===== src/rtl/pht_port_sched.sv =====
// Meta-predictor PHT port scheduler: shares one single-port SRAM between
// fetch-stage lookups and a queue of mem-stage 2-bit counter updates,
// and clears the table after reset.
module pht_port_sched #(
    parameter int unsigned IDX_W   = 10,
    parameter int unsigned Q_DEPTH = 4
) (
    input  logic             clk,
    input  logic             rst,
    input  logic             stall,
    input  logic             pred_req,
    input  logic [31:0]      pred_pc,
    output logic             pred_ready,
    output logic             pred_valid,
    output logic             pred_sel,
    input  logic             upd_req,
    input  logic [31:0]      upd_pc,
    input  logic             upd_local,
    output logic             upd_ready,
    output logic             busy,
    output logic [IDX_W-1:0] mem_addr,
    output logic             mem_rd,
    output logic             mem_wr,
    output logic [1:0]       mem_wdata,
    input  logic [1:0]       mem_rdata
);

    localparam int unsigned PTR_W = (Q_DEPTH > 1) ? $clog2(Q_DEPTH) : 1;
    localparam int unsigned CNT_W = PTR_W + 1;

    typedef enum logic [1:0] {
        ST_CLEAR  = 2'd0,
        ST_IDLE   = 2'd1,
        ST_UPD_WB = 2'd2
    } state_t;

    typedef struct packed {
        logic [IDX_W-1:0] idx;
        logic             to_local;
    } upd_entry_t;

    state_t           state_q, state_d;
    logic [IDX_W-1:0] clr_cnt_q, clr_cnt_d;
    logic [PTR_W-1:0] wr_ptr_q, wr_ptr_d;
    logic [PTR_W-1:0] rd_ptr_q, rd_ptr_d;
    logic [CNT_W-1:0] cnt_q, cnt_d;
    logic             pred_valid_q, pred_valid_d;
    logic             sel_hold_q, sel_hold_d;

    upd_entry_t       fifo_q [Q_DEPTH];
    upd_entry_t       head_c;
    upd_entry_t       push_entry_c;
    logic             q_full_c;
    logic             q_empty_c;
    logic             accept_c;
    logic             push_c;
    logic             pop_c;
    logic [1:0]       sat_c;
    logic             unused_c;

    // Only the low IDX_W PC bits index the table.
    assign unused_c = ^{pred_pc[31:IDX_W], upd_pc[31:IDX_W]};

    assign q_full_c     = (cnt_q == CNT_W'(Q_DEPTH));
    assign q_empty_c    = (cnt_q == CNT_W'(0));
    assign head_c       = fifo_q[rd_ptr_q];
    assign push_entry_c = {upd_pc[IDX_W-1:0], upd_local};

    // Saturating step of the counter read back for the head update.
    always_comb begin
        sat_c = mem_rdata;
        if (head_c.to_local) begin
            if (mem_rdata != 2'b11) sat_c = mem_rdata + 2'd1;
        end else begin
            if (mem_rdata != 2'b00) sat_c = mem_rdata - 2'd1;
        end
    end

    // Next-state and SRAM port arbitration.
    always_comb begin
        state_d    = state_q;
        clr_cnt_d  = clr_cnt_q;
        mem_rd     = 1'b0;
        mem_wr     = 1'b0;
        mem_addr   = '0;
        mem_wdata  = 2'b00;
        pred_ready = 1'b0;
        upd_ready  = 1'b0;
        busy       = 1'b0;
        accept_c   = 1'b0;
        pop_c      = 1'b0;

        case (state_q)
            ST_CLEAR: begin
                busy      = 1'b1;
                mem_wr    = 1'b1;
                mem_addr  = clr_cnt_q;
                mem_wdata = 2'b01;
                clr_cnt_d = clr_cnt_q + IDX_W'(1);
                if (clr_cnt_q == {IDX_W{1'b1}}) state_d = ST_IDLE;
            end
            ST_IDLE: begin
                pred_ready = ~q_full_c;
                upd_ready  = ~q_full_c;
                accept_c   = pred_req & ~q_full_c & ~stall;
                if (accept_c) begin
                    mem_rd   = 1'b1;
                    mem_addr = pred_pc[IDX_W-1:0];
                end else if (!q_empty_c) begin
                    mem_rd   = 1'b1;
                    mem_addr = head_c.idx;
                    state_d  = ST_UPD_WB;
                end
            end
            ST_UPD_WB: begin
                upd_ready = ~q_full_c;
                mem_wr    = 1'b1;
                mem_addr  = head_c.idx;
                mem_wdata = sat_c;
                pop_c     = 1'b1;
                state_d   = ST_IDLE;
            end
            default: begin
                state_d = ST_CLEAR;
            end
        endcase

        // Keep the SRAM quiet while reset is asserted.
        if (!rst) begin
            mem_rd    = 1'b0;
            mem_wr    = 1'b0;
            mem_addr  = '0;
            mem_wdata = 2'b00;
            accept_c  = 1'b0;
        end
    end

    // Update-queue pointer and occupancy bookkeeping.
    always_comb begin
        push_c   = upd_req & upd_ready;
        wr_ptr_d = wr_ptr_q;
        rd_ptr_d = rd_ptr_q;
        cnt_d    = cnt_q;
        if (push_c) wr_ptr_d = wr_ptr_q + PTR_W'(1);
        if (pop_c)  rd_ptr_d = rd_ptr_q + PTR_W'(1);
        case ({push_c, pop_c})
            2'b10:   cnt_d = cnt_q + CNT_W'(1);
            2'b01:   cnt_d = cnt_q - CNT_W'(1);
            default: cnt_d = cnt_q;
        endcase
    end

    // Selector returned the cycle after an accepted lookup, held otherwise.
    always_comb begin
        pred_valid   = pred_valid_q;
        pred_sel     = pred_valid_q ? mem_rdata[1] : sel_hold_q;
        pred_valid_d = accept_c;
        sel_hold_d   = pred_sel;
    end

    // Control state registers.
    always_ff @(posedge clk or negedge rst) begin
        if (!rst) begin
            state_q      <= ST_CLEAR;
            clr_cnt_q    <= '0;
            wr_ptr_q     <= '0;
            rd_ptr_q     <= '0;
            cnt_q        <= '0;
            pred_valid_q <= 1'b0;
            sel_hold_q   <= 1'b0;
        end else begin
            state_q      <= state_d;
            clr_cnt_q    <= clr_cnt_d;
            wr_ptr_q     <= wr_ptr_d;
            rd_ptr_q     <= rd_ptr_d;
            cnt_q        <= cnt_d;
            pred_valid_q <= pred_valid_d;
            sel_hold_q   <= sel_hold_d;
        end
    end

    // Queue storage; validity is tracked by the pointers, so no reset.
    always_ff @(posedge clk) begin
        if (push_c) fifo_q[wr_ptr_q] <= push_entry_c;
    end

endmodule


===== config.mk =====
export PLATFORM = sky130hd
export DESIGN_NAME = pht_port_sched
export DESIGN_NICKNAME = d
export VERILOG_FILES = /design/src/rtl/pht_port_sched.sv
export SDC_FILE = /design/constraint.sdc
export NUM_CORES = 1
export LEC_CHECK = 0
export ABC_AREA = 0
export CAP_MARGIN = 20
export CORE_MARGIN = 3
export CORE_UTILIZATION = 30
export DETAILED_ROUTE_END_ITERATION = 7
export DONT_BUFFER_PORTS = 1
export GPL_TIMING_DRIVEN = 1
export PLACE_DENSITY = 0.41
export SYNTH_ARGS = -nofsm -noshare
export SYNTH_HDL_FRONTEND = slang
export SYNTH_SLANG_ARGS = --single-unit

===== constraint.sdc =====
create_clock -name clk -period 4.23 [get_ports clk]
set_input_delay 0.6345 -clock clk [delete_from_list [all_inputs] [get_ports clk]]
set_output_delay 0.6345 -clock clk [all_outputs]
set_load 0.01 [all_outputs]

==> Word level (Yosys, flattened, before mapping) <==
Memories as Yosys holds them, arrays and structs flattened.
Cells that the tools add are included.
{ "classes": {"n_addsub": 7, "n_eq_ne": 10, "mux": 29, "bitwise_logic": 5, "reduce_logical": 7} }
{ "ops": {"columns": ["operator", "n"], "rows": [
  ["10-bit two-way mux", 3],
  ["10-bit case mux with 3 select lines", 1],
  ["1-bit two-way mux", 15],
  ["2-bit two-way mux", 7],
  ["10-bit by 1-bit adder with 10-bit output (second input constant)", 1],
  ["10-bit equality test (second input constant)", 1],
  ["2-bit inequality test (second input constant)", 4],
  ["2-bit by 1-bit adder with 2-bit output (second input constant)", 3],
  ["2-bit case mux with 3 select lines", 1],
  ["3-bit case mux with 2 select lines", 1],
  ["2-bit by 1-bit equality test with 1-bit output (second input constant)", 2],
  ["2-bit equality test (second input constant)", 2],
  ["2-bit case mux with 2 select lines", 1],
  ["2-bit nonzero test", 2],
  ["2-bit OR reduction", 2],
  ["3-bit by 1-bit adder with 3-bit output (second input constant)", 1],
  ["1-bit bitwise AND", 3],
  ["3-bit equality test (second input constant)", 1],
  ["3-bit logical NOT", 1],
  ["3-bit AND reduction", 1],
  ["3-bit by 1-bit subtractor with 3-bit output (second input constant)", 1],
  ["2-bit logical NOT", 1],
  ["1-bit inverter", 2],
  ["2-bit by 1-bit subtractor with 2-bit output (second input constant)", 1]
]} }
{ "totals": {"register_bits": 21, "mem_bits_rw": 44, "input_bits": 72, "out_inout_bits": 19, "wordCells": 66, "n_memories": 1} }
{ "memory_table": {"columns": ["name", "words", "word_bits", "rd", "rd_clocked_by_memory_dff", "write_ports", "line_no", "text"], "rows": [
  ["fifo_q", 4, 11, 1, 0, 1, "50", "upd_entry_t fifo_q [Q_DEPTH];"]
]} }

==> Depth between registers and ports, before layout <==
Gate-level depths: netlist (run 1).
{ "depth": {"word_depth": 7, "depth_mapped": 11, "ltp_nobuf": 10} }

==> Least setup slack after synthesis (run 1) <==
Ideal clock, no wire load.
{ "synth_timing": {"path_type": "input -> output", "from": "input stall", "to": "output mem_addr[7]", "arrival_ps": 1688, "required_ps": 3595, "path_slack_ps": 1907, "cell_stages": 4, "path_buffers": 0, "cell_sequence": "and2b_2 o311ai_2 a222oi_1 nor2_1"} }
{ "synth_via": {"elab_chain_cells": 5} }
{ "synth_rtl": {"columns": ["element", "line_no", "text"], "rows": [
  ["from (decl)", "10", "input logic stall,"],
  ["1-bit inverter", "105", "accept_c = pred_req & ~q_full_c & ~stall;"],
  ["1-bit bitwise AND", "105", null],
  ["10-bit two-way mux", "106", "if (accept_c) begin"],
  ["10-bit case mux with 3 select lines", "93", "case (state_q)"],
  ["10-bit two-way mux", "129", "if (!rst) begin"],
  ["to (decl)", "21", "output logic [IDX_W-1:0] mem_addr,"]
]} }
Every way passes these cells.

==> Final worst setup path (run 1) <==
{ "layout_timing": {"from": "register state_q[1]", "to": "output mem_addr[8]"} }
{ "layout_via": {"elab_chain_cells": 3} }
{ "layout_rtl": {"columns": ["element", "line_no", "text"], "rows": [
  ["from (decl)", "42", "state_t state_q, state_d;"],
  ["from (signal assigned)", "172", "state_q <= state_d;"],
  ["2-bit equality test (tied with other cells)", "93", null],
  ["10-bit case mux with 3 select lines *", "93", null],
  ["10-bit two-way mux *", "129", null]
]} }
Every way passes the cells marked *; elsewhere a longest branch is shown, timed or not.

==> run metrics, run 1 <==
post-synthesis mux area share about 9.2%; sequential area share after synthesis a little over three fifths; Worst Tran Pin Value approximately 0.83 ns; storage element area 1850 um^2; Iter 0 DRT Violations roughly 160; Num Clock Sinks 65; largest net degree at the start of global routing 22; GR Util All Layers 11.8%; pwr/cell area about 720 nW/um^2; Avg Vias per Cell a little under 5; Synth Area in Compound Gates roughly 6.5%; WP data required 3.60 ns; Resized cells post-CTS 0; worst hold path type in2reg; synthesis-stage register bit count 65; RSZ-0062 raised after global routing false; adder-cell share of the synthesized area 5.63%; maxcap violations 0; Reg clk slew, reported paths around 0.08 ns; worst skew pair latency approximately 0.34 ns; crit start category register; Post-Synth Simple-Gate Area under 10%; FF-to-FF path depth 9; status finished clean; Synth Area in XOR/XNOR under 10%; Final ANT Viol Nets 0; Worst R2R Setup Slack ~1.9 ns; Layout fillers around 930; Synth Net Count around 280; # diodes 0; CTS Buf Count 9; Netlist cell types 38; Sum Neg Setup Slack 0 ns; grt ovf 0; Peak VDD IR between 200 and 250 uV; I/O pin cnt 91; Hold Vio Cnt, Final 0; min cycle time layout ~3.1 ns; hold slack 0.387 ns; Post-Syn Area a little under 3000 um^2; worst setup path startpoint state_q[1]; footprint of the multi-input gates between 1000 and 1500 um^2; core area 9370 um^2; initial core utilization 31.3%; FMAX between 300 and 400 MHz; Crit Path Max Fanout 10; final setup skew roughly 0.0074 ns; GP Congestion between 0.6 and 0.7; Static Leak about 1.2 nW; TritonRoute pass-1 iters 5; final-report max-slew violation count 0; FF-to-FF End cnt_q[2]; CTS Buffer Depth 2; combinational family with the most area after synthesis multiplexers; proportion of layout cells with a drive suffix above 1 a little under a fifth; Worst R2R Start cnt_q[1]; Period Utilization, post-route roughly 73%; syn avg cell area 15.2 um^2; die width around 100 um; WP data arrival 2.45 ns; CP Capture Type primary output; # port buffers 0; DR vias 1627; root buf cell clkbuf_8; Site Rows 35; Die ar. roughly 11000 um^2; Yosys warning total 0; number of setup violations in the final report 0; initial antenna violation count 0; vias in the first global route 1719; Die H approximately 100 um; HPWL after DPL between 4000 and 5000 um; worst setup path end mem_addr[8]; final wirelength 6180 um; H-tree depth 3; Layout area overhead 12.6%; Cells after Synth 193; nets 282; number of remaining DRC errors 0; WS Path Type reg2out; CTS tree yes; headroom to the max-slew limit between 40% and 50%; Routed wire per std cell about 19 um; first-pass GRT wire length around 9700 um
-- worst min path at each step --
stage / from / endpoint / slack (ns) / cells past startpoint
finish: upd_pc[0] / fifo_q[2][1] / 0.39 / 0
global route: upd_pc[4] / fifo_q[0][5] / 0.36 / 0
floorplan: rst / clr_cnt_q[0] / 0.34 / 0
CTS: upd_pc[0] / fifo_q[2][1] / 0.37 / 0
detailed placement: rst / state_q[1] / 0.34 / 0
global placement: rst / state_q[0] / 0.34 / 0
-- synth_stat cells --
library cell | instances | area share [%]
maj3_1 | 2 | 0.68
o31ai_1 | 1 | 0.26
a222oi_1 | 10 | 3.4
o21ai_0 | 3 | 0.51
dfrtp_1 | 21 | 18
nand2b_1 | 1 | 0.21
o21a_1 | 2 | 0.51
buf_6 | 1 | 0.38
and2_1 | 4 | 0.85
edfxtp_1 | 44 | 45
nor2b_1 | 1 | 0.21
nand2_1 | 7 | 0.90
xnor2_1 | 8 | 2.4
or2_2 | 1 | 0.21
fa_1 | 1 | 0.68
mux2_2 | 2 | 0.77
o311a_2 | 1 | 0.38
nor3_1 | 2 | 0.34
nor2_1 | 16 | 2.0
nand4_1 | 3 | 0.64
buf_1 | 2 | 0.26
or3b_1 | 1 | 0.30
nand3_1 | 2 | 0.34
buf_4 | 2 | 0.51
xor2_1 | 7 | 2.1
inv_1 | 11 | 1.4
and2b_2 | 1 | 0.30
clkbuf_1 | 1 | 0.13
ha_1 | 10 | 4.3
nand4bb_1 | 1 | 0.38
and2_2 | 2 | 0.51
and3_4 | 1 | 0.38
buf_2 | 1 | 0.17
a21oi_1 | 5 | 0.85
and3_1 | 2 | 0.43
mux4_2 | 11 | 8.5
o311ai_2 | 1 | 0.55
and3_2 | 1 | 0.26
-- cell usage in the layout (no fill, tap or decap), types with 2 or more instances in the layout --
| master | count |
|---|---|
| xnor2_1 | 8 |
| mux2_2 | 2 |
| and3_1 | 2 |
| a21oi_1 | 5 |
| and2_1 | 4 |
| ha_1 | 10 |
| clkinvlp_4 | 2 |
| edfxtp_1 | 44 |
| a222oi_1 | 10 |
| nand4_1 | 3 |
| maj3_1 | 2 |
| inv_1 | 11 |
| mux4_2 | 11 |
| xor2_1 | 7 |
| and2_2 | 2 |
| nor3_1 | 2 |
| nand2_1 | 7 |
| clkbuf_8 | 10 |
| nand3_1 | 2 |
| o21a_1 | 2 |
| nor2_1 | 16 |
| bufinv_16 | 2 |
| o21ai_0 | 3 |
| dfrtp_1 | 21 |
-- critical path, cell delays in order, from the launching register on --
cell      delay [ns]
dfrtp_1         0.43
inv_1           0.10
ha_1            0.22
inv_1           0.13
o311ai_2        0.77
a222oi_1        0.20
nor2_1          0.26
-- layout make-up --
class	count	share of cell area, %
Multi-Input combinational cell	110	30.3
Clock inverter	6	2.69
Inverter	11	1.25
Tap cell	129	4.89
Timing Repair Buffer	2	0.758
Sequential cell	65	55.9
Clock buffer	10	4.17
-- flip-flops by register name, indices dropped and copies added, names as in the netlist --
register / count
fifo_q: 44
clr_cnt_q: 10
cnt_q: 3
rd_ptr_q: 2
state_q: 2
wr_ptr_q: 2
pred_valid: 1
sel_hold_q: 1
-- stage by stage --
stage	util (%)	setup slack (ns)	instance area, um^2	power [mW]	instances
floorplan	-	1.91	2930	1.61	193
global placement	32.6	1.48	3050	1.78	315
detailed placement	32.6	1.48	3050	1.82	315
CTS	35.1	1.09	3290	2.42	332
global route	35.2	0.920	3300	2.55	333
finish	35.2	1.15	3300	2.39	333
-- logic make-up (layout without fill, tap and decap cells) --
family | Yosys count | in the layout
DFF | 65 | 65
and+or+nand+nor | 46 | 46
AOI/OAI and AO/OA | 23 | 23
buffers and inverters | 18 | 29
xor gates and xnor gates | 15 | 15
adders and majority gates | 13 | 13
muxes | 13 | 13
-- power breakdown --
part,internal [mW],switching (mW)
Combinational,0.356,0.446
Sequential,0.839,0.158
Clock,0.349,0.245
-- layer usage --
layer	vias up	part of all wire, %	track usage [%]	wire length [um]
met4	0	1.7	5.62	108
met5	-	0	0	0
li1	744	-	-	-
met1	821	43	15.1	2670
met3	10	7.6	3.95	467
met2	52	47	18.0	2930
-- repair_timing --
action	4_1_cts	5_1_grt
buffers inserted	0	0
setup endpoints to repair	0	0
hold endpoints to repair	21	0
hold buffers	1	0
(Power assumes the default switching activity.)
==> run 2: changes to the inputs <==
==> constraint.sdc (replaced) <==
create_clock -name clk -period 3.05 [get_ports clk]
set_input_delay 0.4575 -clock clk [delete_from_list [all_inputs] [get_ports clk]]
set_output_delay 0.4575 -clock clk [all_outputs]
set_load 0.01 [all_outputs]
==> run metrics, run 2 (synthesized netlist as in run 1, its figures left out) <==
status finished clean; Resized cells post-CTS 0; proportion of layout cells with a drive suffix above 1 19.4%; CTS tree yes; # port buffers 0; I/O pin cnt slightly above 90; commonest non-fill, non-tap cell in the layout edfxtp_1; Reg clk slew, reported paths around 0.070 ns; Avg Vias per Cell 4.90; initial core utilization about 31%; nets between 200 and 300; number of remaining DRC errors 0; Clock power frac 21.8%; DR vias 1641; TritonRoute pass-1 iters 8; # diodes 0; maxcap violations 0; max reg flops 44; headroom to the max-slew limit 55.5%; Die H between 100 and 150 um; biggest regs fifo_q (44), clr_cnt_q (10), cnt_q (3); min cycle time layout about 2.6 ns; CTS Buf Count 9; GR Util All Layers a little under an eighth; first-pass GRT wire length slightly below 10000 um; Sum Neg Setup Slack 0 ns; Crit Path Max Fanout 8; total power 3.24 mW; RSZ-0062 raised after global routing false; HPWL after DPL 4380 um; CP Capture Type primary output; H-tree depth 3; die width ~100 um; Layout fillers between 900 and 1000; Iter 0 DRT Violations 135; Site Rows 35; worst skew pair latency about 0.33 ns; CTS Buffer Depth 2; final-report max-slew violation count 0; commonest non-fill, non-tap cells in the layout edfxtp_1, dfrtp_1, nor2_1, inv_1, mux4_2; Logic pwr share roughly 36%; Static Leak between 1 and 1.5 nW; Num Clock Sinks between 60 and 70; core area between 9000 and 10000 um^2; WP data arrival ~2.2 ns; Final ANT Viol Nets 0; WS Path Type reg2out; Die ar. between 10000 and 15000 um^2; grt ovf 0; sequential fraction of design power between 40% and 50%; post-CTS setup buffers 0; Hold Vio Cnt, Final 0; Switch Pwr approximately 1.2 mW; initial antenna violation count 0; Worst Tran Pin Value between 0.6 and 0.7 ns; WP data required 2.59 ns; Pint around 2.1 mW; final wirelength between 6000 and 7000 um; number of setup violations in the final report 0; GP Congestion 0.712; worst hold path type in2reg; Layout area overhead 12.2%; pwr/cell area about 990 nW/um^2; most flop-heavy register fifo_q; Peak VDD IR approximately 310 uV; Placed Area between 3000 and 4000 um^2; root buf cell clkbuf_8; Finished Cell Area approximately 3300 um^2; Routed wire per std cell 18.5 um; crit start category register; Period Utilization, post-route 86.4%; FMAX 380 MHz; vias in the first global route 1756; hold buffers post-CTS 1; sw frac a little over a third; final setup skew roughly 0.0085 ns; largest net degree at the start of global routing 22
==> run 2: changes by cell type in the layout (fill, tap and decap cells not counted) <==
cell / change
clkbuf_8: -1
bufinv_16: -1
clkinv_4: +1
buf_4: +3
==> run 2: path summary, 6_finish.rpt <==
path / startpoint / to / slack (ns) / depth (start not counted)
max: rd_ptr_q[0] / mem_addr[6] / 0.42 / 4
min: upd_pc[0] / fifo_q[2][1] / 0.21 / 0
max reg2reg: cnt_q[1] / cnt_q[2] / 0.72 / 9
min reg2reg: clr_cnt_q[9] / clr_cnt_q[9] / 0.51 / 1
max in group asynchronous: rst / clr_cnt_q[1] / 2.02 / 2
min in group asynchronous: rst / state_q[0] / 0.54 / 1
==> run 2: final cells by class <==
class	count	area, um^2	share of cell area, %
Sequential cell	65	1850	56.1
Inverter	11	41.3	1.26
Tap cell	129	161	4.91
Timing Repair Buffer	5	47.5	1.45
Clock buffer	9	124	3.77
Clock inverter	6	67.6	2.05
Multi-Input combinational cell	110	1000	30.4
==> run 2: per-layer routing <==
layer	track usage, %	part of all wire (%)	up-vias	routed length [um]
li1	-	-	747	-
met1	14.4	43	828	2640
met2	19.1	49	62	3070
met3	5.13	7.2	4	447
met4	3.37	0.77	0	48
met5	0	0	-	0
==> run 2: critical path, stage by stage (launching register included) <==
cell and delay, ns:
dfrtp_1 0.63, buf_4 0.28, mux4_2 0.54, a222oi_1 0.26, nor2_1 0.14
==> run 2: power groups by stage <==
| stage | clock network [mW] | logic, mW | registers (mW) |
|---|---|---|---|
| 2_1_floorplan | 0 | 0.948 | 1.29 |
| 3_3_place_gp | 0 | 1.13 | 1.37 |
| 3_5_place_dp | 0 | 1.17 | 1.38 |
| 4_1_cts | 0.737 | 1.19 | 1.37 |
| 5_1_grt | 0.772 | 1.30 | 1.40 |
| 6_report | 0.707 | 1.17 | 1.36 |
==> run 2: metrics by stage <==
step                      std cells  hold WS, ns  worst slack (ns)  util, %
after floorplan                 193        0.162             0.790        -
after global placement          318        0.163             0.782     32.8
after detailed placement        318        0.163             0.737     32.8
after CTS                       334        0.190             0.354     34.9
after global routing            335        0.179             0.205     35.1
final                           335        0.213             0.416     35.1
==> RTL change 1: new RTL, config.mk and constraints of run 2 <==
`IDX_W`: 10 -> 12.
--- a/src/rtl/pht_port_sched.sv
+++ b/src/rtl/pht_port_sched.sv
@@ -2,7 +2,7 @@
 // fetch-stage lookups and a queue of mem-stage 2-bit counter updates,
 // and clears the table after reset.
 module pht_port_sched #(
-    parameter int unsigned IDX_W   = 10,
+    parameter int unsigned IDX_W   = 12,
     parameter int unsigned Q_DEPTH = 4
 ) (
     input  logic             clk,
Interface: changed (resized mem_addr); port bits go from 91 to 93. The function was not compared with the original's and may differ.
==> RTL change 1 against run 2 <==
Sequential share of layout area grew 1.2 points. Setup slack lost 0.14 ns. Synthesized area grew 14%. Die area grew 14%. Sequential cell count grew 10. Power grew 9.5%. Wire length grew 16%. Utilization is essentially flat. Final area grew 13%. Largest cell class unchanged.
==> RTL change 1: results (changes against run 2) <==
Result of the run: complete, no violations (unchanged). The quantity of I/O buffers inserted on ports is 0 (unchanged). The dominant delay contributor by cell family on the critical path is compound AO/OA/AOI/OAI gates (was flip-flops).

The number of distinct library cell variants in the gate-level netlist after synthesis is 37 (was 38). The clock transition at the register clock pins on the worst setup and hold paths after CTS came out at 0.10 ns (was 0.07 ns). The type of the tightest min-delay check is in2reg (unchanged). The top flip-flop cell by instance count after synthesis is edfxtp_1 (unchanged). The antenna diode instance count is 0 (unchanged).

The routability congestion estimate from global placement is 0.686 (was 0.712). The HPWL after detailed placement came to 4900 um (was 4380 um). Most numerous cell types in the synthesized netlist: 52 x edfxtp_1, 23 x dfrtp_1, 17 x nor2_1 (was 44 x edfxtp_1, 21 x dfrtp_1, 16 x nor2_1). The number of buffers on the longest clock path is 2 (unchanged). The number of flip-flops in the largest register is 52 (was 44).

Cells taking the most area after synthesis: edfxtp_1 47%, dfrtp_1 17%, mux4_2 8.7% (was edfxtp_1 45%, dfrtp_1 18%, mux4_2 8.5%). The number of pins exceeding their max-slew limit in the final report was 0 (unchanged). The leakage power total was 1.33 nW (was 1.19 nW). The number of buffers inserted during clock tree synthesis came out at 9 (unchanged). The number of antenna violations at the first check in global routing is 0 (unchanged). The clock latency on the worst-skew pair is 0.35 ns (was 0.33 ns). The async set-reset flop share out of synthesis came out at 30.7% (was 32.3%). The worst-path cell with the longest stage delay is a311o_1 (was dfrtp_1). The delay of the slowest cell on the worst path came out at 0.50 ns (was 0.63 ns). The total of fill cells in the finished design came out at 1010 (was 920). The number of detailed-routing iterations run before antenna repair is 5 (was 8). The number of nets produced by synthesis came out at 300 (was 276). The number of nets at the end of the flow was 309 (was 285).

The number of warning messages in the yosys log is 0 (unchanged). The worst setup skew after layout came to 0.0114 ns (was 0.00852 ns). The maximum fanout encountered on the critical timing path came to 12 (was 8). The total routing resource utilization after global routing is 12.0% (was 11.8%). The proportion of layout cells with a drive suffix above 1 was 19.5% (was 19.4%). The pin count of the biggest net entering global routing is 24 (was 22). The count of flip-flops with a built-in enable after synthesis came out at 52 (was 44). The part of the Yosys area used for sequential elements came out at 63.8% (was 63.0%). The via count is 1831 (was 1641). The number of DRC markers in iteration 0 was 144 (was 135). The number of H-tree levels was 3 (unchanged). The pre-CTS setup slack came out at 0.641 ns (was 0.737 ns). Largest registers: fifo_q (52), clr_cnt_q (12), cnt_q (3) (was fifo_q (44), clr_cnt_q (10), cnt_q (3)). The average routed wire per standard cell is 19.5 um (was 18.5 um). The worst relative slew slack came to 51.1% (was 55.5%). The endpoint arrival time on the critical path is 2.32 ns (was 2.18 ns).

The peak supply drop was 281 uV (was 308 uV). The root buffer cell is clkbuf_8 (unchanged). The first-pass GRT wire length came out at 11200 um (was 9790 um). The via count of the first global-routing pass came out at 1906 (was 1756).
## RTL change 1: changes by cell type after synthesis, moves of 2 or more
cell	delta
nand4_1	+2
a222oi_1	+2
buf_1	-2
xor2_1	-2
nand2_1	+2
dfrtp_1	+2
mux4_2	+2
maj3_1	-2
maj3_2	+2
xnor2_1	+4
edfxtp_1	+8
## RTL change 1: repair_timing
item	in CTS	in global routing
hold buffers	2	0
buffers inserted	0	0
endpoints found under the hold margin	23	0
resized for setup	0	0
setup endpoints to repair	0	0
## RTL change 1: per-layer routing
metal  up-vias  global-route usage [%]  part of all wire [%]
met5         -                       0                     0
met4         0                    3.57                   1.4
met2        53                    18.6                    48
met1       927                    15.1                    43
li1        843                       -                     -
met3         8                    5.49                   8.1
## RTL change 1: path summary, 6_finish.rpt
check                                    startpoint                        to  slack (ns)  cells past startpoint
min                                       upd_pc[6]    fifo_q[2][7]$_DFFE_PP_        0.19                      0
max reg2reg                    cnt_q[0]$_DFFE_PN0P_      cnt_q[2]$_DFFE_PN0P_        0.73                      9
min reg2reg                clr_cnt_q[9]$_DFFE_PN0P_  clr_cnt_q[9]$_DFFE_PN0P_        0.51                      1
min in group asynchronous                       rst  clr_cnt_q[4]$_DFFE_PN0P_        0.54                      2
max in group asynchronous                       rst  clr_cnt_q[3]$_DFFE_PN0P_        2.36                      2
max                          state_q[1]$_DFFE_PN0P_               mem_addr[3]        0.27                      6
## RTL change 1: where the power goes
| part | switching [mW] | total [mW] | internal (mW) |
|---|---|---|---|
| clock network | 0.429 | 0.754 | 0.325 |
| registers | 0.153 | 1.49 | 1.33 |
| logic | 0.744 | 1.31 | 0.565 |
## RTL change 1: stage by stage
step                      power, mW  instances  hold WS [ns]  area [um2]
after global placement         2.83        349         0.163        3500
final                          3.55        367         0.192        3730
after detailed placement       2.83        349         0.163        3500
after CTS                      3.62        367         0.173        3730
after global routing           3.82        367         0.154        3730
after floorplan                2.52        217         0.162        3350
## RTL change 1: layout make-up
cell class | instances | area share (%)
clock buffers | 9 | 3.32
clock inverters | 7 | 2.01
inverters | 12 | 1.21
multi-input cells | 121 | 29.7
flip-flops and latches | 75 | 57.4
well taps | 136 | 4.57
repair buffers | 7 | 1.81
## RTL change 1: cells by family after synthesis
group           after synthesis  synth area share, %
compound gates               23                 5.64
xor+xnor                     17                 4.44
fa+ha+maj                    13                 5.00
buf+inv                      21                 3.21
flops                        75                 63.8
mux                          16                 9.71
simple gates                 52                 8.25
==> RTL change 2: new RTL, settings of run 2 <==
Made on the original files. The 3 states of `state_t` get a one-hot encoding in 3 bits.
--- a/src/rtl/pht_port_sched.sv
+++ b/src/rtl/pht_port_sched.sv
@@ -28,10 +28,10 @@
     localparam int unsigned PTR_W = (Q_DEPTH > 1) ? $clog2(Q_DEPTH) : 1;
     localparam int unsigned CNT_W = PTR_W + 1;
 
-    typedef enum logic [1:0] {
-        ST_CLEAR  = 2'd0,
-        ST_IDLE   = 2'd1,
-        ST_UPD_WB = 2'd2
+    typedef enum logic [2:0] {
+        ST_CLEAR  = 3'b001,
+        ST_IDLE   = 3'b010,
+        ST_UPD_WB = 3'b100
     } state_t;
 
     typedef struct packed {
Check against the original RTL: same outputs for any inputs over 10 cycles, from zero or initial values and one cycle with rst low; not proved beyond that.
==> RTL change 2 against run 2 <==
Wire length increased by 16%. Power decreased by 17%. Final area increased by 9.3%. Largest cell class unchanged. Setup slack got worse by 0.25 ns. Synthesized cell count increased by 20%. Register-to-register slack improved by 0.03 ns. Sequential share of layout area decreased by 4.0 points. Sequential cell count increased by 1. Synthesized area increased by 8.3%. Global-route usage increased by 0.97 points. First-iteration DRC count decreased by 47%. Cell count increased by 13%. Critical path type unchanged.
==> RTL change 2: results (changes against run 2) <==
Result of the run: complete, no violations (unchanged). The portion of total power attributed to the clock network came out at 33.8% (was 21.8%). Cells taking the most area after synthesis: edfxtp_1 42%, dfrtp_1 17%, mux4_2 7.8% (was edfxtp_1 45%, dfrtp_1 18%, mux4_2 8.5%).

Most numerous cell types in the synthesized netlist: 44 x edfxtp_1, 21 x dfrtp_1, 15 x and3_1 (was 44 x edfxtp_1, 21 x dfrtp_1, 16 x nor2_1). The maximum fanout encountered on the critical timing path came out at 10 (was 8). The cell-internal power came out at 1.89 mW (was 2.06 mW).

The via count is 1884 (was 1641). The xor and xnor area share after synthesis came to 4.69% (was 4.48%). The compound-cell area share of the yosys netlist came out at 8.16% (was 6.49%). The setup slack of the worst register-to-register path is 0.75 ns (was 0.72 ns). The number of nets at the end of the flow came out at 318 (was 285).

The delay of the slowest cell on the worst path came out at 0.56 ns (was 0.63 ns). The leakage power total is 1.34 nW (was 1.19 nW). The number of distinct library cell variants in the gate-level netlist after synthesis came to 40 (was 38). The combinational gate power came out at 601 uW (was 1.17 mW).

The number of DRC markers in iteration 0 is 72 (was 135). The part of the Yosys area used for sequential elements is 59.0% (was 63.0%). The pre-CTS setup slack came out at 0.538 ns (was 0.737 ns). The worst setup skew after layout came to 0.0106 ns (was 0.00852 ns).

The endpoint arrival time on the critical path is 2.42 ns (was 2.18 ns). The met3 track demand over resource in global routing came to 3.32% (was 5.13%). The peak supply drop came out at 280 uV (was 308 uV).

The global routing usage on met1 came out at 16.7% (was 14.4%). The origin of the critical flop-to-flop path is state_q[1]$_DFFE_PN0P_ (was cnt_q[1]$_DFFE_PN0P_). The worst relative slew slack came out at 59.4% (was 55.5%). Largest registers: fifo_q (44), clr_cnt_q (10) (was fifo_q (44), clr_cnt_q (10), cnt_q (3)). The routability congestion estimate from global placement came to 0.740 (was 0.712). The routed length on met2 is 3560 um (was 3070 um). The adder-cell area share of the yosys netlist is 3.31% (was 5.63%). The critical path capture point was mem_addr[3] (was mem_addr[6]). The multiplexer share of the synthesized area was 9.18% (was 9.22%). The tightest hold margin came out at 0.215 ns (was 0.213 ns).
==> RTL change 2: cell count changes in the layout (fill, tap and decap cells not counted), sizes merged, moves of 6 or more <==
cell and change:
a222oi -10, a21oi +6, nor3 +14, o21ai +9
and3 +11, nor2 -7, a221o +10
==> RTL change 2: logic make-up after synthesis <==
| logic type | count (synthesis) |
|---|---|
| adder cells (fa/ha/maj) | 8 |
| AND/OR/NAND/NOR | 65 |
| flip-flops | 66 |
| AO/OA/AOI/OAI | 39 |
| buffers and inverters | 22 |
| XOR/XNOR | 17 |
| multiplexers | 15 |
==> RTL change 2: area by class of cell <==
type | count | area, um2
Clock buffer | 9 | 124
Clock inverter | 7 | 124
Fill cell | 976 | 6450
Sequential cell | 66 | 1870
Multi-Input combinational cell | 144 | 1190
Tap cell | 133 | 166
Timing Repair Buffer | 9 | 82.6
Inverter | 9 | 33.8
==> RTL change 2: timing repair <==
item                                   CTS  global route
gates resized for setup                  0             0
endpoints found under the hold margin   22             0
hold buffers                             2             0
